$ cat config.mk
export PLATFORM = sky130hd
export DESIGN_NAME = i2c_txn_scheduler
export DESIGN_NICKNAME = d
export VERILOG_FILES = /design/src/rtl/i2c_txn_scheduler.sv
export SDC_FILE = /design/constraint.sdc
export NUM_CORES = 1
export LEC_CHECK = 0
export CAP_MARGIN = 10
export CORE_UTILIZATION = 40
export DETAILED_ROUTE_END_ITERATION = 16
export PLACE_DENSITY = 0.7
export SETUP_SLACK_MARGIN = 0.02
export SLEW_MARGIN = 15
export SYNTH_ARGS = -nofsm -noshare
export SYNTH_HDL_FRONTEND = slang
export SYNTH_SLANG_ARGS = --single-unit
$ cat constraint.sdc
create_clock -name clk -period 2.2 [get_ports clk]
set_clock_uncertainty 0.15 [all_clocks]
set_input_delay 0.44 -clock clk [delete_from_list [all_inputs] [get_ports clk]]
set_output_delay 0.44 -clock clk [all_outputs]
set_load 0.01 [all_outputs]
$ cat src/rtl/i2c_txn_scheduler.sv
// rtl/i2c_txn_scheduler.sv - round-robin sequencer sharing the I2C wrapper master port
module i2c_txn_scheduler #(
  parameter int NUM_REQ     = 3,
  parameter int ADDR_CYCLES = 22,
  parameter int WR_CYCLES   = 57,
  parameter int RD_CYCLES   = 66,
  parameter int GAP_CYCLES  = 2
) (
  input  logic                   clk,
  input  logic                   rst,
  input  logic [NUM_REQ-1:0]     req,
  input  logic [7*NUM_REQ-1:0]   req_addr,
  input  logic [NUM_REQ-1:0]     req_rw,
  input  logic [8*NUM_REQ-1:0]   req_wdata,
  output logic [NUM_REQ-1:0]     gnt,
  output logic [NUM_REQ-1:0]     done,
  output logic [7:0]             rdata,
  output logic                   busy,
  output logic                   start,
  output logic [7:0]             Data,
  input  logic [7:0]             received_data
);

  localparam int IDX_W      = (NUM_REQ > 1) ? $clog2(NUM_REQ) : 1;
  localparam int MAX_CYCLES = (RD_CYCLES > WR_CYCLES) ? RD_CYCLES : WR_CYCLES;
  localparam int CNT_W      = $clog2(MAX_CYCLES);
  localparam int GAP_W      = $clog2(GAP_CYCLES + 1);
  localparam int GAP_LAST   = (GAP_CYCLES > 2) ? GAP_CYCLES - 2 : 0;
  localparam logic [NUM_REQ-1:0] ONE_HOT0 = NUM_REQ'(1);

  typedef enum logic [2:0] {
    S_IDLE,
    S_START,
    S_XFER,
    S_DONE,
    S_GAP
  } state_t;

  state_t             state;
  logic [IDX_W-1:0]   ptr;
  logic [IDX_W-1:0]   cur_idx;
  logic [6:0]         cur_addr;
  logic               cur_rw;
  logic [7:0]         cur_wdata;
  logic [CNT_W-1:0]   cnt;
  logic [GAP_W-1:0]   gap_cnt;

  logic               arb_valid;
  logic [IDX_W-1:0]   arb_idx;
  int                 arb_k;
  logic [CNT_W-1:0]   cnt_nxt;
  logic [CNT_W-1:0]   last_cnt;
  logic [7:0]         xfer_data;
  logic [IDX_W-1:0]   ptr_nxt;

  // Scan downwards so the smallest offset from the pointer wins.
  always_comb begin
    arb_valid = 1'b0;
    arb_idx   = '0;
    arb_k     = 0;
    for (int j = NUM_REQ - 1; j >= 0; j--) begin
      arb_k = (int'(ptr) + j) % NUM_REQ;
      if (req[arb_k]) begin
        arb_valid = 1'b1;
        arb_idx   = IDX_W'(arb_k);
      end
    end
  end

  always_comb begin
    cnt_nxt   = cnt + CNT_W'(1);
    last_cnt  = cur_rw ? CNT_W'(RD_CYCLES - 1) : CNT_W'(WR_CYCLES - 1);
    xfer_data = (!cur_rw && (cnt_nxt >= CNT_W'(ADDR_CYCLES))) ? cur_wdata : {cur_addr, cur_rw};
    ptr_nxt   = (cur_idx == IDX_W'(NUM_REQ - 1)) ? '0 : cur_idx + IDX_W'(1);
  end

  always_ff @(posedge clk or negedge rst) begin
    if (!rst) begin
      state     <= S_IDLE;
      ptr       <= '0;
      cur_idx   <= '0;
      cur_addr  <= '0;
      cur_rw    <= 1'b0;
      cur_wdata <= '0;
      cnt       <= '0;
      gap_cnt   <= '0;
      gnt       <= '0;
      done      <= '0;
      rdata     <= '0;
      busy      <= 1'b0;
      start     <= 1'b0;
      Data      <= '0;
    end else begin
      done <= '0;
      case (state)
        S_IDLE: begin
          if (arb_valid) begin
            state     <= S_START;
            gnt       <= ONE_HOT0 << arb_idx;
            cur_idx   <= arb_idx;
            cur_addr  <= req_addr[7*arb_idx +: 7];
            cur_rw    <= req_rw[arb_idx];
            cur_wdata <= req_wdata[8*arb_idx +: 8];
            busy      <= 1'b1;
            start     <= 1'b1;
            Data      <= {req_addr[7*arb_idx +: 7], req_rw[arb_idx]};
            cnt       <= '0;
          end
        end
        S_START: begin
          state <= S_XFER;
          start <= 1'b0;
          cnt   <= cnt_nxt;
          Data  <= xfer_data;
        end
        S_XFER: begin
          if (cnt == last_cnt) begin
            state <= S_DONE;
            done  <= gnt;
          end else begin
            cnt  <= cnt_nxt;
            Data <= xfer_data;
          end
        end
        S_DONE: begin
          if (cur_rw) rdata <= received_data;
          ptr     <= ptr_nxt;
          gnt     <= '0;
          Data    <= '0;
          gap_cnt <= '0;
          // The IDLE arbitration cycle is itself the last idle cycle of the gap.
          if (GAP_CYCLES < 2) begin
            state <= S_IDLE;
            busy  <= 1'b0;
          end else begin
            state <= S_GAP;
          end
        end
        S_GAP: begin
          if (gap_cnt == GAP_W'(GAP_LAST)) begin
            state <= S_IDLE;
            busy  <= 1'b0;
          end else begin
            gap_cnt <= gap_cnt + GAP_W'(1);
          end
        end
        default: state <= S_IDLE;
      endcase
    end
  end

endmodule

==> flow_summary.json, run 1 <==
{
  "status": "complete, but fails checks",
  "violations": "negative setup slack",
  "vdd.ir_drop.worst_mv": 0.2272,
  "coreArea_um2": 7767,
  "hold_path.class": "register to register",
  "synthMuxAreaShare": 0.05116,
  "maxSlewViolCount": 0,
  "cts_tree": "yes",
  "antenna_left": 0,
  "layout-drive-gt1-share": 0.3082,
  "synth-seq-cells": 56,
  "syn-num-nets": 403,
  "rsz0062_at_grt": "true",
  "final_net_count": 542,
  "path_cells": "inv_1, ha_2, nand2_1, buf_4, and3_1, o21ai_0, a31oi_1, o21ai_1, o2111ai_2",
  "setup_viol": 16,
  "synth_adder_area_share": 0.01938,
  "yosysSeqAreaShare": 0.4341,
  "numCtsBuffers": 5,
  "crit_path_top_delay_cell": "dfrtp_1",
  "synth_compound_area_frac": 0.2690,
  "drt_pass1_iterations": 4,
  "cp_num_buf_inv": 2,
  "initial_utilization": 0.4156,
  "critPathRequiredTime_ns": 2.23,
  "grt_pass1_wl_um": 15480,
  "synthDistinctLibCells": 54,
  "synth_simple_gate_area_frac": 0.1771,
  "wl_per_cell_um": 16.72,
  "antenna_found_initial": 0,
  "critical_path.max_stage_delay_ns": 0.42,
  "regToRegSetupSlack_ns": -0.09,
  "die_h_um": 91.84,
  "fp.dieW_um": 91.84,
  "r2r_start": "ptr[1]",
  "reg2regPathDepth": 9,
  "seqCellArea_um2": 1403,
  "finalCritPeriodShare": 1.043,
  "pin_count": 85,
  "startpoint": "ptr[1]",
  "drt_iter0_drc": 166,
  "htreeDepth": 2,
  "cpLargestDelayFamily": "compound AO/OA/AOI/OAI gates",
  "final_util": 0.6463,
  "floorplan.rows": 32,
  "num_antenna_cells": 0,
  "hp-start": "rdata[1]",
  "vias": 3294,
  "min_to": "rdata[1]",
  "path_class": "register to register",
  "async_flop_share": 1.000,
  "syn_avg_cell_area_um2": 9.579,
  "clockRootBuffer": "clkbuf_8",
  "maxCapViolCount": 0,
  "maxSlewHeadroom": 0.6132,
  "fillCellCount": 658,
  "clock_sinks": 56,
  "end_kind": "register",
  "timing.final.ws_setup_ns": -0.09390,
  "rr_endpoint": "Data[4]",
  "grt_max_degree": 35,
  "cp_max_fo": 8,
  "dp_hpwl_um": 7014,
  "finalWeightedCongestion": 0.8464,
  "clock_path_buffers": 2,
  "min_period_ns": 2.294,
  "clkLatencyLatePin_ns": 0.31,
  "holdPathStages": 1,
  "cts.clk_slew.worst_paths_ns": 0.10,
  "vias_per_cell": 5.689,
  "grt_pass1_vias": 3288,
  "power_density_nw_per_um2": 398.9,
  "crit_path_start_kind": "register",
  "track_usage": 0.2306,
  "synth_top_family_by_area": "compound AO/OA/AOI/OAI gates",
  "hold_viol": 0,
  "p_leak_nw": 2.066,
  "ys.flop_type": "dfrtp_1",
  "area_growth_pct": 55.50,
  "synth_edf_count": 0,
  "worst_slew_pin_slew_ns": 0.5802,
  "yosys_warnings": 0,
  "numPortBuffers": 84,
  "critPathArrivalTime_ns": 2.33,
  "routed_wl_um": 9679,
  "synthesis.area_um2": 3228,
  "synth-xor-area-share": 0.005426,
  "grt_overflow": 0,
  "netlist_instances": 337,
  "fmax_mhz": 435.9,
  "drc": 0,
  "post-place-ws_ns": -0.3010,
  "multiInputGateArea_um2": 1969,
  "die-area_um2": 8434
}
Yosys cell counts (all sizes together), types with 2 or more instances:
cell     number  share of area
o211ai        3         0.0070
o21a          4         0.0093
inv          12          0.014
nor3          4         0.0097
ha            5          0.019
nand2        39          0.045
nor2         31          0.038
or2           3         0.0058
a41oi         8          0.022
o21ai        24          0.041
mux2         12          0.042
dfrtp        56           0.43
xnor2         2         0.0054
a21oi         8          0.012
nor4b         2         0.0054
a31oi        20          0.043
a22oi         8          0.019
a22o          3         0.0081
nor2b         2         0.0039
nor3b         3         0.0070
o31a          2         0.0054
mux2i         3         0.0093
o31ai         4          0.019
nor4bb        2         0.0062
nand3        12          0.019
o2111ai      22          0.060
buf          15          0.028
clkbuf        2         0.0023
and3          8          0.016
and2          4         0.0078
sequential cells by signal, indices dropped and copies added (netlist names):
signal and flops:
state 3, cur_idx 2, cur_wdata 8, busy 1, Data 8, cur_addr 7
start 1, ptr 2, cur_rw 1, cnt 7, gap_cnt 2, gnt 3
rdata 8, done 3
through the flow:
| step | area (um2) | hold slack [ns] | total power, W | TNS [ns] | cells |
|---|---|---|---|---|---|
| 2_1_floorplan | 3254 | -0.005591 | 0.001126 | 0 | 337 |
| 3_3_place_gp | 4543 | 0.3043 | 0.001313 | -6.721 | 560 |
| 3_5_place_dp | 4543 | 0.3077 | 0.001315 | -8.072 | 560 |
| 4_1_cts | 4886 | 0.3662 | 0.002002 | -0.6395 | 576 |
| 5_1_grt | 5020 | 0.3863 | 0.002074 | -3.600 | 579 |
| 6_report | 5020 | 0.3692 | 0.002002 | -0.9576 | 579 |
logic make-up after synthesis:
logic type                 Yosys count
and+or+nand+nor                    116
AOI/OAI and AO/OA                  114
DFF                                 56
buffers and inverters               29
muxes                               15
adders and majority gates            5
xor gates and xnor gates             2
power by group:
group	internal, W	total [W]	leakage [nW]	switching [W]
Clock	0.000337	0.000680	0.0541	0.000342
Combinational	0.000174	0.000283	1.27	0.000109
Sequential	0.00104	0.00104	0.742	0.00000336
layout by cell type, fill, tap and decap left out, types with 5 or more instances in the layout:
master            n
nand3_1          12
clkdlybuf4s50_1  83
dfrtp_1          55
buf_4            54
a21oi_1           7
a22oi_2           6
nand2_2           7
a41oi_1           7
o2111ai_2        14
clkbuf_8          5
o21ai_0           8
a31oi_1          19
nand2_1          32
buf_6             6
mux2_2           12
o2111ai_1         7
and3_1            8
o21ai_1          13
nor2_1           28
inv_1            11
routing by layer:
layer | GRT usage | vias to the layer above | share of wire
li1 | - | 1568 | -
met1 | 0.2920 | 1590 | 0.42
met2 | 0.3979 | 110 | 0.50
met3 | 0.04146 | 26 | 0.062
met4 | 0.07682 | 0 | 0.022
met5 | 0 | - | 0
layout make-up:
type,count,share of cell area
Timing Repair Buffer,148,0.2717
Clock inverter,3,0.008475
Clock buffer,5,0.01371
Sequential cell,56,0.2794
Inverter,12,0.008973
Tap cell,102,0.02542
Multi-Input combinational cell,253,0.3923
timing repair:
item,in CTS,in global routing
setup buffers,5,3
cloned,2,1
hold endpoints to repair,22,0
pin swaps,14,20
endpoints found under the setup margin,35,39
gates resized for setup,37,33
hold buffers,1,0
how the worst max path moves through the flow:
stage | endpoint | slack, ns | cells past startpoint
after floorplan | cur_wdata[5] | 0.02 | 10
after global placement | cur_wdata[5] | -0.27 | 8
after detailed placement | cur_wdata[5] | -0.30 | 8
after CTS | Data[1] | -0.07 | 6
after global routing | Data[1] | -0.18 | 9
final | Data[4] | -0.09 | 9
Power figures use the tool's default switching activity.
==> inputs of run 2 (changes only) <==
--- a/config.mk
+++ b/config.mk
@@ -8,6 +8,7 @@
 export CAP_MARGIN = 10
 export CORE_UTILIZATION = 40
 export DETAILED_ROUTE_END_ITERATION = 16
+export MAX_ROUTING_LAYER = met4
 export PLACE_DENSITY = 0.7
 export SETUP_SLACK_MARGIN = 0.02
 export SLEW_MARGIN = 15
==> run 2 against run 1 <==
  * Global-route usage up 1.7 points
  * Largest cell class unchanged
  * The flow still finishes with violations (negative setup slack)
  * Total power rose by 3.8%
  * Utilization barely moved
  * Via count decreased by 0.64%
  * Critical endpoint is now gnt[2]
  * Highest routed layer unchanged
  * Sequential cell count is the same
  * Routed wire length down 0.36%
  * Sequential share of layout area is essentially flat
  * Register-to-register slack better by 0.02 ns
  * First-iteration DRC count decreased by 3.6%
  * Hold slack worse by 0.0035 ns
  * Non-clock buffer count decreased by 2
==> flow_summary.json, run 2 (same netlist as run 1, synthesis figures left out) <==
{
  "clock_sinks": 56,
  "drc": 0,
  "area_growth_pct": 55.54,
  "crit_path_top_delay_cell": "dfrtp_1",
  "hp-start": "rdata[1]",
  "vias": 3273,
  "grt_pass1_wl_um": 15990,
  "htreeDepth": 2,
  "drt_iter0_drc": 160,
  "p_int_w": 0.001617,
  "path_class": "register to register",
  "routed_wl_um": 9644,
  "cts.clk_slew.worst_paths_ns": 0.11,
  "maxSlewHeadroom": 0.5736,
  "die-area_um2": 8434,
  "cp_max_fo": 10,
  "path_cells": "buf_6, ha_4, o32a_1, o221a_2, o21ai_2, nor3_4, buf_4, clkbuf_16, a22o_1",
  "largest_registers": "Data x8, cur_wdata x8, rdata x8",
  "critical_path.max_stage_delay_ns": 0.42,
  "clock_path_buffers": 2,
  "grt_pass1_vias": 3319,
  "critPathRequiredTime_ns": 2.26,
  "grt_overflow": 0,
  "fillCellCount": 647,
  "cp_num_buf_inv": 3,
  "post-place-ws_ns": -0.3064,
  "switchingPower_w": 0.0004613,
  "rr_endpoint": "gnt[2]",
  "pin_count": 85,
  "vdd.ir_drop.worst_mv": 0.2457,
  "status": "complete, but fails checks",
  "regToRegSetupSlack_ns": -0.08,
  "finalCritPeriodShare": 1.036,
  "grt_max_degree": 34,
  "wl_per_cell_um": 16.74,
  "cpLargestDelayFamily": "compound AO/OA/AOI/OAI gates",
  "die_h_um": 91.84,
  "reg2regPathDepth": 9,
  "hold_viol": 0,
  "seq_power_share": 0.500,
  "power_density_nw_per_um2": 413.9,
  "initial_utilization": 0.4156,
  "p_comb_frac": 0.142,
  "critPathArrivalTime_ns": 2.34,
  "maxSlewViolCount": 0,
  "layout-drive-gt1-share": 0.2658,
  "vias_per_cell": 5.682,
  "hold_path.class": "register to register",
  "violations": "negative setup slack",
  "setup_viol": 17,
  "rsz0062_at_grt": "true",
  "min_to": "rdata[1]",
  "floorplan.rows": 32,
  "p_sw_frac": 0.2219,
  "fp.dieW_um": 91.84,
  "maxCapViolCount": 0,
  "p_leak_nw": 2.065,
  "mostFrequentLayoutCell": "clkdlybuf4s50_1",
  "cts_tree": "yes",
  "track_usage": 0.2475,
  "min_period_ns": 2.278,
  "numPortBuffers": 84,
  "worst_slew_pin_slew_ns": 0.6397,
  "clkLatencyLatePin_ns": 0.32,
  "r2r_start": "ptr[0]",
  "drt_pass1_iterations": 4,
  "end_kind": "register",
  "final_cell_mix": "83 x clkdlybuf4s50_1, 56 x dfrtp_1, 48 x buf_4",
  "coreArea_um2": 7767,
  "num_antenna_cells": 0,
  "finalWeightedCongestion": 0.8382,
  "antenna_found_initial": 0,
  "hold_ws_ns": 0.3657,
  "final_net_count": 539,
  "timing.final.ws_setup_ns": -0.07821,
  "antenna_left": 0,
  "holdPathStages": 1,
  "power_frac_clock": 0.358,
  "dp_hpwl_um": 7020,
  "numCtsBuffers": 5,
  "fmax_mhz": 438.9,
  "crit_path_start_kind": "register",
  "clockRootBuffer": "clkbuf_8"
}
[run 2: cell types whose count changed in the layout (fill, tap and decap cells not counted), sizes merged]
cell and delta:
clkinv -1, clkinvlp -1, o41a -1, buf -3, clkbuf +3
[run 2: power groups by stage]
| stage | registers [W] | clock network [W] | logic (W) |
|---|---|---|---|
| 2_1_floorplan | 0.00106 | 0 | 0.0000623 |
| 3_3_place_gp | 0.00106 | 0 | 0.000248 |
| 3_5_place_dp | 0.00106 | 0 | 0.000252 |
| 4_1_cts | 0.00104 | 0.000756 | 0.000294 |
| 5_1_grt | 0.00104 | 0.000785 | 0.000317 |
| 6_report | 0.00104 | 0.000744 | 0.000295 |
[run 2: worst register-to-register path, stage by stage (launching register included)]
cell	delay, ns
dfrtp_1	0.42
buf_6	0.13
ha_4	0.17
o32a_1	0.33
o221a_2	0.25
o21ai_2	0.12
nor3_4	0.09
buf_4	0.15
clkbuf_16	0.15
a22o_1	0.20
[run 2: layout make-up]
| cell class | instances | area (um2) | share of cell area |
|---|---|---|---|
| Multi-Input combinational cell | 252 | 1934 | 0.3852 |
| Sequential cell | 56 | 1401 | 0.2791 |
| Timing Repair Buffer | 146 | 1386 | 0.2761 |
| Tap cell | 102 | 127.6 | 0.02542 |
| Clock buffer | 7 | 96.34 | 0.01919 |
| Inverter | 12 | 45.04 | 0.008971 |
| Clock inverter | 1 | 30.03 | 0.005981 |
[run 2: routing by layer]
metal,global-route usage,routed length (um),up-vias
li1,-,-,1551
met3,0.03400,371,16
met5,-,0,-
met1,0.3217,4180,1614
met2,0.4091,4926,92
met4,0.06510,165,0
[run 2: timing repair]
action / CTS / global route
hold buffers: 1 / 0
pin swaps: 26 / 17
setup buffers: 10 / 2
gates resized for setup: 43 / 15
endpoints found under the setup margin: 34 / 40
endpoints found under the hold margin: 23 / 0
cloned: 2 / 1
[run 2: through the flow]
stage | instance area [um2] | total power (W) | setup TNS, ns | std cells | utilization
floorplan | 3254 | 0.001126 | 0 | 337 | -
global placement | 4491 | 0.001307 | -7.238 | 553 | 0.5781
detailed placement | 4491 | 0.001312 | -8.563 | 553 | 0.5781
CTS | 4937 | 0.002089 | -0.4732 | 574 | 0.6356
global route | 5021 | 0.002142 | -3.556 | 576 | 0.6464
finish | 5021 | 0.002078 | -0.8225 | 576 | 0.6464
[run 2: worst max-delay path by stage]
stage / from / end / slack (ns) / cells past startpoint
finish: ptr[0] / gnt[2] / -0.08 / 9
global placement: req[0] / cur_wdata[5] / -0.27 / 9
detailed placement: req[0] / cur_wdata[6] / -0.31 / 8
CTS: ptr[0] / Data[2] / -0.05 / 9
global route: ptr[0] / Data[1] / -0.18 / 9
floorplan: ptr[1] / cur_wdata[5] / 0.02 / 10
==> inputs of run 3 (changes only) <==
--- a/config.mk
+++ b/config.mk
@@ -6,10 +6,10 @@
 export NUM_CORES = 1
 export LEC_CHECK = 0
 export CAP_MARGIN = 10
-export CORE_UTILIZATION = 40
+export CORE_UTILIZATION = 44
 export DETAILED_ROUTE_END_ITERATION = 16
 export MAX_ROUTING_LAYER = met4
-export PLACE_DENSITY = 0.7
+export PLACE_DENSITY = 0.76
 export SETUP_SLACK_MARGIN = 0.02
 export SLEW_MARGIN = 15
 export SYNTH_ARGS = -nofsm -noshare
==> run 3 against run 2 <==
  * The flow still finishes with violations (negative setup slack)
  * Cell count grew 1.0%
  * Combinational power grew 5%
  * Count of clock-buffer cells in the layout is the same
  * First-iteration DRC count grew 49%
  * Sequential power is essentially flat
  * Register-to-register slack lost 0.14 ns
  * Final area grew 4.9%
  * Non-clock buffer count grew 10
  * Critical endpoint is now Data[1]
  * Largest cell class unchanged
==> flow_summary.json, run 3 (same netlist as run 1, synthesis figures left out) <==
{
  "grt_max_degree": 36,
  "maxSlewViolCount": 0,
  "pin_count": 85,
  "die-area_um2": 7683,
  "cp_max_fo": 8,
  "wl_per_cell_um": 19.63,
  "floorplan.rows": 30,
  "seqCellArea_um2": 1403,
  "cts_tree": "yes",
  "htreeDepth": 2,
  "drc": 0,
  "power_density_nw_per_um2": 370.6,
  "track_usage": 0.2832,
  "initial_utilization": 0.4649,
  "fmax_mhz": 414.0,
  "fillCellCount": 439,
  "fp.dieW_um": 87.66,
  "coreArea_um2": 6944,
  "grt_overflow": 0,
  "die_h_um": 87.66,
  "crit_path_frequent_cell": "o21ai_1",
  "timing.final.ws_setup_ns": -0.2152,
  "finalWeightedCongestion": 0.9398,
  "rsz0062_at_grt": "true",
  "antenna_left": 0,
  "hold_ws_ns": 0.3658,
  "antenna_found_initial": 0,
  "drt_iter0_drc": 238,
  "clkLatencyLatePin_ns": 0.31,
  "crit_path_top_delay_cell": "dfrtp_1",
  "violations": "negative setup slack",
  "layout-drive-gt1-share": 0.3169,
  "maxCapViolCount": 0,
  "worst_slew_pin_slew_ns": 0.5485,
  "setup_viol": 30,
  "dp_hpwl_um": 6657,
  "vdd.ir_drop.worst_mv": 0.3185,
  "end_kind": "register",
  "status": "complete, but fails checks",
  "vias_per_cell": 6.127,
  "mostFrequentLayoutCell": "clkdlybuf4s50_1",
  "critPathRequiredTime_ns": 2.22,
  "critical_path.max_stage_delay_ns": 0.41,
  "largest_registers": "Data x8, cur_wdata x8, rdata x8",
  "final_net_count": 551,
  "numCtsBuffers": 5,
  "crit_path_start_kind": "register",
  "critPathArrivalTime_ns": 2.44,
  "final_cell_mix": "83 x clkdlybuf4s50_1, 55 x dfrtp_1, 48 x buf_4",
  "num_antenna_cells": 0,
  "path_cells": "inv_2, ha_4, buf_6, nor2b_4, o21a_1, o21ai_1, a31oi_1, o21ai_1, o2111ai_2",
  "cts.clk_slew.worst_paths_ns": 0.11,
  "drt_pass1_iterations": 5,
  "vias": 3566,
  "p_leak_nw": 2.160,
  "hold_viol": 0,
  "hold_path.class": "register to register",
  "clock_path_buffers": 2,
  "clock_sinks": 56,
  "clockRootBuffer": "clkbuf_8",
  "min_period_ns": 2.415,
  "grt_pass1_vias": 3425,
  "post-place-ws_ns": -0.7797,
  "area_growth_pct": 63.22,
  "path_class": "register to register",
  "grt_pass1_wl_um": 16350,
  "numPortBuffers": 84,
  "finalCritPeriodShare": 1.098,
  "multiInputGateArea_um2": 2073,
  "routed_wl_um": 11430,
  "maxSlewHeadroom": 0.6343
}
==> run 3: cell types whose count changed in the layout (fill, tap and decap cells not counted), moves of 4 or more <==
| cell | change |
|---|---|
| o2111ai_1 | -5 |
| buf_12 | +4 |
| buf_6 | +6 |
| nor2_1 | -5 |
| a41oi_1 | -4 |
| o2111ai_2 | +5 |
| a41oi_2 | +4 |
==> run 3: routing by layer <==
layer	part of all wire	wire length, um	vias up	GRT usage
li1	-	-	1587	-
met1	0.39	4484	1728	0.3538
met2	0.51	5778	209	0.4780
met3	0.069	783	42	0.03959
met4	0.033	379	0	0.08346
met5	0	0	-	-
==> run 3: final cells by class <==
class	instances	share of cell area
Multi-Input combinational cell	254	0.3935
Tap cell	96	0.02280
Timing Repair Buffer	156	0.2911
Sequential cell	56	0.2662
Clock inverter	1	0.001425
Inverter	12	0.008549
Clock buffer	7	0.01639
==> run 3: critical path: cells and delay by family (launching register included) <==
family | cells | cell delay, ns
adder cells (fa/ha/maj) | 1 | 0.22
buffers and inverters | 2 | 0.21
AND/OR/NAND/NOR | 1 | 0.15
flip-flops | 1 | 0.41
AO/OA/AOI/OAI | 5 | 1.13
==> run 3: worst paths after layout <==
kind | startpoint | endpoint | slack, ns | depth (start not counted)
min in group asynchronous | rst | start | 0.48 | 2
max in group asynchronous | rst | gnt[1] | 0.82 | 3
worst max register to register | ptr[0] | Data[1] | -0.22 | 9
worst min-delay path | rdata[7] | rdata[7] | 0.37 | 1
worst min register to register | rdata[7] | rdata[7] | 0.37 | 1
worst max-delay path | ptr[0] | Data[1] | -0.22 | 9
==> run 3: power by group <==
part / internal [W] / switching [W]
registers: 0.00104 / 0.00000384
clock network: 0.000257 / 0.000345
logic: 0.000183 / 0.000127
total: 0.00148 / 0.000476
==> run 3: per-stage QoR <==
stage	total power (W)	instance area (um2)	TNS, ns	utilization	cells
final	0.001953	5269	-3.614	0.7587	582
after global routing	0.002016	5269	-6.207	0.7587	582
after CTS	0.001935	5021	-0.9039	0.7231	576
after detailed placement	0.001309	4481	-18.36	0.6452	545
after global placement	0.001306	4481	-16.12	0.6452	545
after floorplan	0.001126	3254	0	-	337
==> run 3: what timing repair did <==
action                                  CTS  global route
hold endpoints to repair                 21             0
gates cloned                              3             2
pin swaps                                36            17
resized for setup                        47            42
endpoints found under the setup margin   36            47
buffers inserted                         19             4
hold buffers                              1             0
